### config.mk
export PLATFORM = sky130hd
export DESIGN_NAME = shift_mix_stage
export DESIGN_NICKNAME = d
export VERILOG_FILES = /design/src/rtl/shift_mix_stage.sv
export SDC_FILE = /design/constraint.sdc
export NUM_CORES = 1
export LEC_CHECK = 0
export ABC_CLOCK_PERIOD_IN_PS = 8600
export BUFFER_PORTS_ARGS = -buffer_cell sky130_fd_sc_hd__buf_2
export CORE_ASPECT_RATIO = 0.75
export CORE_MARGIN = 2
export CORE_UTILIZATION = 45
export DETAILED_ROUTE_END_ITERATION = 8
export GPL_ROUTABILITY_DRIVEN = 0
export PLACE_DENSITY_LB_ADDON = 0.25
export SETUP_SLACK_MARGIN = 0.5
export SLEW_MARGIN = 0
export SYNTH_ARGS = -nofsm -noshare
export SYNTH_HDL_FRONTEND = slang
export SYNTH_SLANG_ARGS = --single-unit
export TNS_END_PERCENT = 30
### constraint.sdc
create_clock -name clk -period 8.6 [get_ports clk]
set_clock_uncertainty 0.1 [all_clocks]
set_input_delay 0.86 -clock clk [delete_from_list [all_inputs] [get_ports clk]]
set_output_delay 0.86 -clock clk [all_outputs]
set_load 0.1 [all_outputs]
### src/rtl/shift_mix_stage.sv
// shift_mix_stage: AES ShiftRows+MixColumns round stage with 2-entry output buffer; define SHIFT_MIX_SERIAL_MIX_EN for a serial one-column-per-cycle MixColumns
module shift_mix_stage #(
  parameter int BUF_DEPTH = 2
) (
  input  logic         clk,
  input  logic         rst,
  input  logic         in_valid,
  output logic         in_ready,
  input  logic [127:0] in_state,
  input  logic         in_last,
  output logic         out_valid,
  input  logic         out_ready,
  output logic [127:0] out_state,
  output logic         out_last
);
  function automatic logic [7:0] xt(input logic [7:0] b);
    return {b[6:0], 1'b0} ^ (b[7] ? 8'h1b : 8'h00);
  endfunction
  function automatic logic [31:0] mix(input logic [31:0] c);
    logic [7:0] a0, a1, a2, a3;
    {a0, a1, a2, a3} = c;
    return {xt(a0) ^ xt(a1) ^ a1 ^ a2 ^ a3,
            a0 ^ xt(a1) ^ xt(a2) ^ a2 ^ a3,
            a0 ^ a1 ^ xt(a2) ^ xt(a3) ^ a3,
            xt(a0) ^ a0 ^ a1 ^ a2 ^ xt(a3)};
  endfunction
  function automatic logic [127:0] shift(input logic [127:0] s);
    logic [127:0] o;
    o = '0;
    for (int r = 0; r < 4; r++)
      for (int c = 0; c < 4; c++)
        o[127-8*(r+4*c) -: 8] = s[127-8*(r+4*((c+r)%4)) -: 8];
    return o;
  endfunction
  logic [128:0] mem [BUF_DEPTH];
  logic         wp, rp, wr, rd;
  logic [1:0]   cnt;
  logic [128:0] wdat;
  assign out_valid = cnt != 2'd0;
  assign {out_last, out_state} = mem[rp];
  assign rd = out_valid && out_ready;
`ifdef SHIFT_MIX_SERIAL_MIX_EN
  typedef enum logic {IDLE, BUSY} st_t;
  st_t          st;
  logic [1:0]   col;
  logic [127:0] sr;
  logic [95:0]  acc;
  assign in_ready = (st == IDLE) && (cnt < 2'(BUF_DEPTH));
  assign wr = (st == IDLE) ? (in_valid && in_ready && in_last) : (col == 2'd3);
  assign wdat = (st == IDLE) ? {1'b1, shift(in_state)} : {1'b0, acc, mix(sr[31:0])};
  always_ff @(posedge clk) begin
    if (rst) begin
      st  <= IDLE;
      col <= '0;
      sr  <= '0;
      acc <= '0;
    end else if (st == IDLE) begin
      if (in_valid && in_ready && !in_last) begin
        st  <= BUSY;
        col <= '0;
        sr  <= shift(in_state);
      end
    end else begin
      acc <= {acc[63:0], mix(sr[127-32*col -: 32])};
      col <= col + 2'd1;
      st  <= (col == 2'd3) ? IDLE : BUSY;
    end
  end
`else
  function automatic logic [127:0] mix_all(input logic [127:0] s);
    logic [127:0] o;
    o = '0;
    for (int c = 0; c < 4; c++)
      o[127-32*c -: 32] = mix(s[127-32*c -: 32]);
    return o;
  endfunction
  assign in_ready = cnt < 2'(BUF_DEPTH);
  assign wr = in_valid && in_ready;
  assign wdat = {in_last, in_last ? shift(in_state) : mix_all(shift(in_state))};
`endif
  always_ff @(posedge clk) begin
    if (rst) begin
      for (int i = 0; i < BUF_DEPTH; i++) mem[i] <= '0;
      wp  <= 1'b0;
      rp  <= 1'b0;
      cnt <= '0;
    end else begin
      if (wr) begin
        mem[wp] <= wdat;
        wp      <= ~wp;
      end
      if (rd) rp <= ~rp;
      cnt <= cnt + {1'b0, wr} - {1'b0, rd};
    end
  end
endmodule

# ---- Word level (Yosys, flattened, before mapping)
# Memories as Yosys holds them, arrays and structs flattened. A register that Yosys moved wholly into a read port is not among the register bits.
# Cells that the tools add are included.
dict set report word_totals {
  input_bits 133
  mem_bits_ro 0
  ramBits 258
  latchBits 0
  mem_count 1
  out_inout_bits 131
  regBits 4
}
dict set report classes {
  bitwise_logic 82
  mux 27
  reduce_logical 4
  n_eq_ne 0
  shifts 0
  multipliers 0
  div_mod_pow 0
  n_lt_le_gt_ge 1
  n_addsub 2
}
# memory words word_bits read_ports rd_ports_with_merged_regs write_ports line_no
set memory_table {}
lappend memory_table {mem 2 129 1 1 2 35} ;# logic [128:0] mem [BUF_DEPTH];
# cell n
set ops {}
lappend ops {{8-bit bitwise XOR} 64}
lappend ops {{129-bit two-way mux} 1}
lappend ops {{129-bit OR reduction} 1}
lappend ops {{128-bit two-way mux} 1}
lappend ops {{8-bit by 5-bit bitwise XOR with 8-bit output} 16}
lappend ops {{5-bit two-way mux} 16}
lappend ops {{1-bit two-way mux} 9}
lappend ops {{2-bit by 1-bit adder with 2-bit output} 1}
lappend ops {{1-bit logical AND} 2}
lappend ops {{2-bit < comparator, second input constant} 1}
lappend ops {{1-bit NOT} 2}
lappend ops {{2-bit nonzero test} 1}
lappend ops {{2-bit by 1-bit subtractor with 2-bit output} 1}

# ---- Longest topological paths before layout
dict set report logic_depth {
  word_depth 8
  depth_mapped 8
  ltp_nobuf 8
}

# ---- Worst setup path after synthesis
# OpenSTA, ideal clock, no wires.
dict set report synth_timing {
  kind {input-to-reg}
  start {input in_valid}
  end {memory mem[0][0], enable pin}
  arrival_ns 6.967
  n_path_buf 0
  required_ns 7.856
  slack_ns 0.888
  setup_time_ns 0.644
  path_stages 2
  path_cell_list {nand2_1 -> o21bai_1}
}
# element line_no
set synth_rtl {}
lappend synth_rtl {{from (decl)} 7} ;# input logic in_valid,
lappend synth_rtl {{to (decl)} 35}

==> flow_summary.yaml <==
power_and_ir_drop:
  ir_drop_mv: 0.231
  p_int_w: 0.00306
  seqPwrFrac_pct: 29.8
  p_total_w: 0.00592
  power.leakage_nw: 7.14
  combPwrFrac_pct: 50.4
  p_switching_w: 0.00286
  power.density_nw_per_um2: 314
  power_switching_share_pct: 48.3
  power_frac_clock_pct: 19.8
logic_synthesis:
  syn_inst: 1317
  synth-seq-cells: 263
  async_flop_share_pct: 0
  ys_warn_count: 0
  syn-num-nets: 1452
  avgSynthCellArea_um2: 12.9
  yosysSeqAreaShare_pct: 46.3
  syn_area_um2: 17000
  synthFlopType: "edfxtp_1"
  synth_cell_types: 32
  synth_edf_count: 258
drt:
  ant_nets: 0
  first_iter_violations: 739
  met2_wirelength_mm: 19.4
  wl_mm: 42.8
  post_drt_wl_per_cell_um: 21.9
  vias: 10633
  drc_errors: 0
  topRoutingLayerUsed: "met5"
  first_pass_iters: 5
  wl_met1_mm: 20.4
  vias_per_cell: 5.44
  dr_wl_met3_mm: 1.98
placed_design:
  post-dp-hpwl_mm: 27.6
  io_buffers: 263
  dpl.cell_count: 1901
clock_network:
  cts.sinks: 263
  htreeDepth: 1
  cts_tree: "built"
  clkTransAtPathRegs_ns: 0.06
  ctsResizeCount: 0
  ctsHoldBuffers: 0
  cts_setup_buffers: 0
  numCtsBuffers: 28
  cts-root-buf: "clkbuf_16"
  max-clock-path-buffers: 3
  clk_latency_ns: 0.55
setup_path:
  crit_end: "out_state[67]"
  crit_path_max_fanout: 84
  r2r_slack_ns: 5.65
  worstReg2RegEnd: "mem[1][27]"
  arrival_ns: 3.28
  r2r_cells: 5
  worstReg2RegStart: "cnt[1]"
  required_ns: 7.64
  critPathKind: "flip-flop to output port"
  cp-start-kind: "flip-flop"
  end_kind: "output port"
timing:
  relSlewSlack_pct: 16.7
  hold_viol_final: 0
  setup_tns_ns: 0
  tightest_slew_ns: 1.25
  finalCritPeriodShare_pct: 49.3
  rsz0062_at_grt: "no"
  fmax_mhz: 236
  finalCriticalPeriod_ns: 4.24
  setup_viol: 0
  slew_viol_final: 0
die:
  core_um2: 37100
  rows: 61
  ios: 264
  fp.dieW_um: 228
  die_h_um: 172
  die_area_um2: 39300
  start_util_pct: 45.7
finish:
  layout-drive-gt1-share_pct: 33.6
  ff_latch_area_um2: 7850
  fin_cells: 1956
  fillers: 3292
  final_nets: 1562
  multi_input_area_um2: 8100
  syn_to_final_growth_pct: 11.2
global_routing:
  grt_pass1_wl_mm: 64.8
  grt_start_max_net_pins: 85
  overflow: 0
  grt_pass1_vias: 10527
  antenna_found_initial: 8
  grtUsageTotal_pct: 21.3
job:
  max_cap_viol_count: 0
status:
  outcome: "finished clean"
min_path:
  hold_start: "rp"
  hp-class: "flip-flop to flip-flop"
critical path: stages, from the launching register on:
cell,delay [ns]
dfxtp_4,0.78
buf_4,0.95
mux2_2,0.35
buf_2,0.43
metrics by stage:
step           worst slack, ns  cell area, um^2  hold WS, ns  util (%)
6_report                  4.36            18900        0.429      50.9
5_1_grt                   4.21            18900        0.488      50.9
2_1_floorplan            0.888            17000        0.381         -
3_3_place_gp              4.90            18000        0.395      48.5
4_1_cts                   4.27            18900        0.432      50.8
3_5_place_dp              4.88            18000        0.412      48.5
power by group through the flow:
stage	clock network, W	logic (W)	registers, W
after floorplan	0	0.00259	0.00176
after global placement	0	0.00298	0.00179
after detailed placement	0	0.00299	0.00179
after CTS	0.00119	0.00301	0.00177
after global routing	0.00124	0.00311	0.00179
final	0.00117	0.00299	0.00176
metal layers:
metal / GRT usage (%) / vias to the layer above
li1: - / 4941
met3: 3.48 / 53
met4: 5.23 / 6
met5: 0 / -
met2: 33.4 / 277
met1: 30.8 / 5356
state kept, by name, indices dropped and copies added, names as in the netlist, named ones only:
name / count
mem: 258
rp: 1
wp: 1
cnt: 2
worst min-delay path by stage:
stage                            to  slack, ns  cells past startpoint
after floorplan           flip-flop       0.38                      2
after global placement    flip-flop       0.39                      2
after detailed placement         rp       0.41                      2
after CTS                        rp       0.43                      2
after global routing             rp       0.49                      2
final                            rp       0.43                      2
cells in the final DEF (no fill, tap or decap):
cell type,count
a21o_4,1
a22o_1,246
and2_1,1
and3_4,1
and3b_4,1
buf_2,263
buf_4,10
bufinv_16,2
clkbuf_1,6
clkbuf_16,29
clkinv_1,9
clkinv_2,4
clkinvlp_4,1
dfxtp_1,4
dfxtp_4,1
diode_2,4
edfxtp_1,258
ha_1,2
inv_1,3
inv_2,1
mux2_2,129
nand2_1,12
nor2_1,4
nor2_4,1
nor2b_1,1
nor3b_2,1
nor4_4,1
o21ai_0,10
o21bai_4,1
or2_2,2
or4_1,1
xnor2_1,342
xnor2_2,28
xnor2_4,5
xor2_1,62
xor2_2,4
xor3_1,1
final cells by class:
type / instances / area share, %
multi-input combinational: 857 / 42.9
sequential: 263 / 41.6
timing repair buffer: 273 / 7.37
clock buffer: 35 / 3.97
tap: 504 / 3.34
clock inverter: 16 / 0.643
inverter: 4 / 0.0796
antenna: 4 / 0.0531
synthesized netlist by cell type, drive strengths merged, types with 2 or more instances:
cell | number | area [um^2]
buf | 113 | 656
xor2 | 66 | 608
a22o | 246 | 2150
xnor2 | 375 | 3590
edfxtp | 258 | 7750
dfxtp | 5 | 100
nand2 | 12 | 45.0
o21ai | 10 | 50.1
clkbuf | 80 | 383
ha | 2 | 25.0
mux2 | 129 | 1450
nor2 | 5 | 21.3
inv | 4 | 15.0
or2 | 2 | 12.5
kinds of logic (layout without fill, tap and decap cells):
family | Yosys count | after routing | share of synthesized area [%]
other | 0 | 4 | 0
muxes | 129 | 129 | 8.56
and+or+nand+nor | 26 | 26 | 0.870
adders and majority gates | 2 | 2 | 0.147
buffers and inverters | 197 | 328 | 6.21
xor gates and xnor gates | 442 | 442 | 24.9
AOI/OAI and AO/OA | 258 | 258 | 13.1
DFF | 263 | 263 | 46.3
Note: power is estimated with default switching activity, not from simulation.
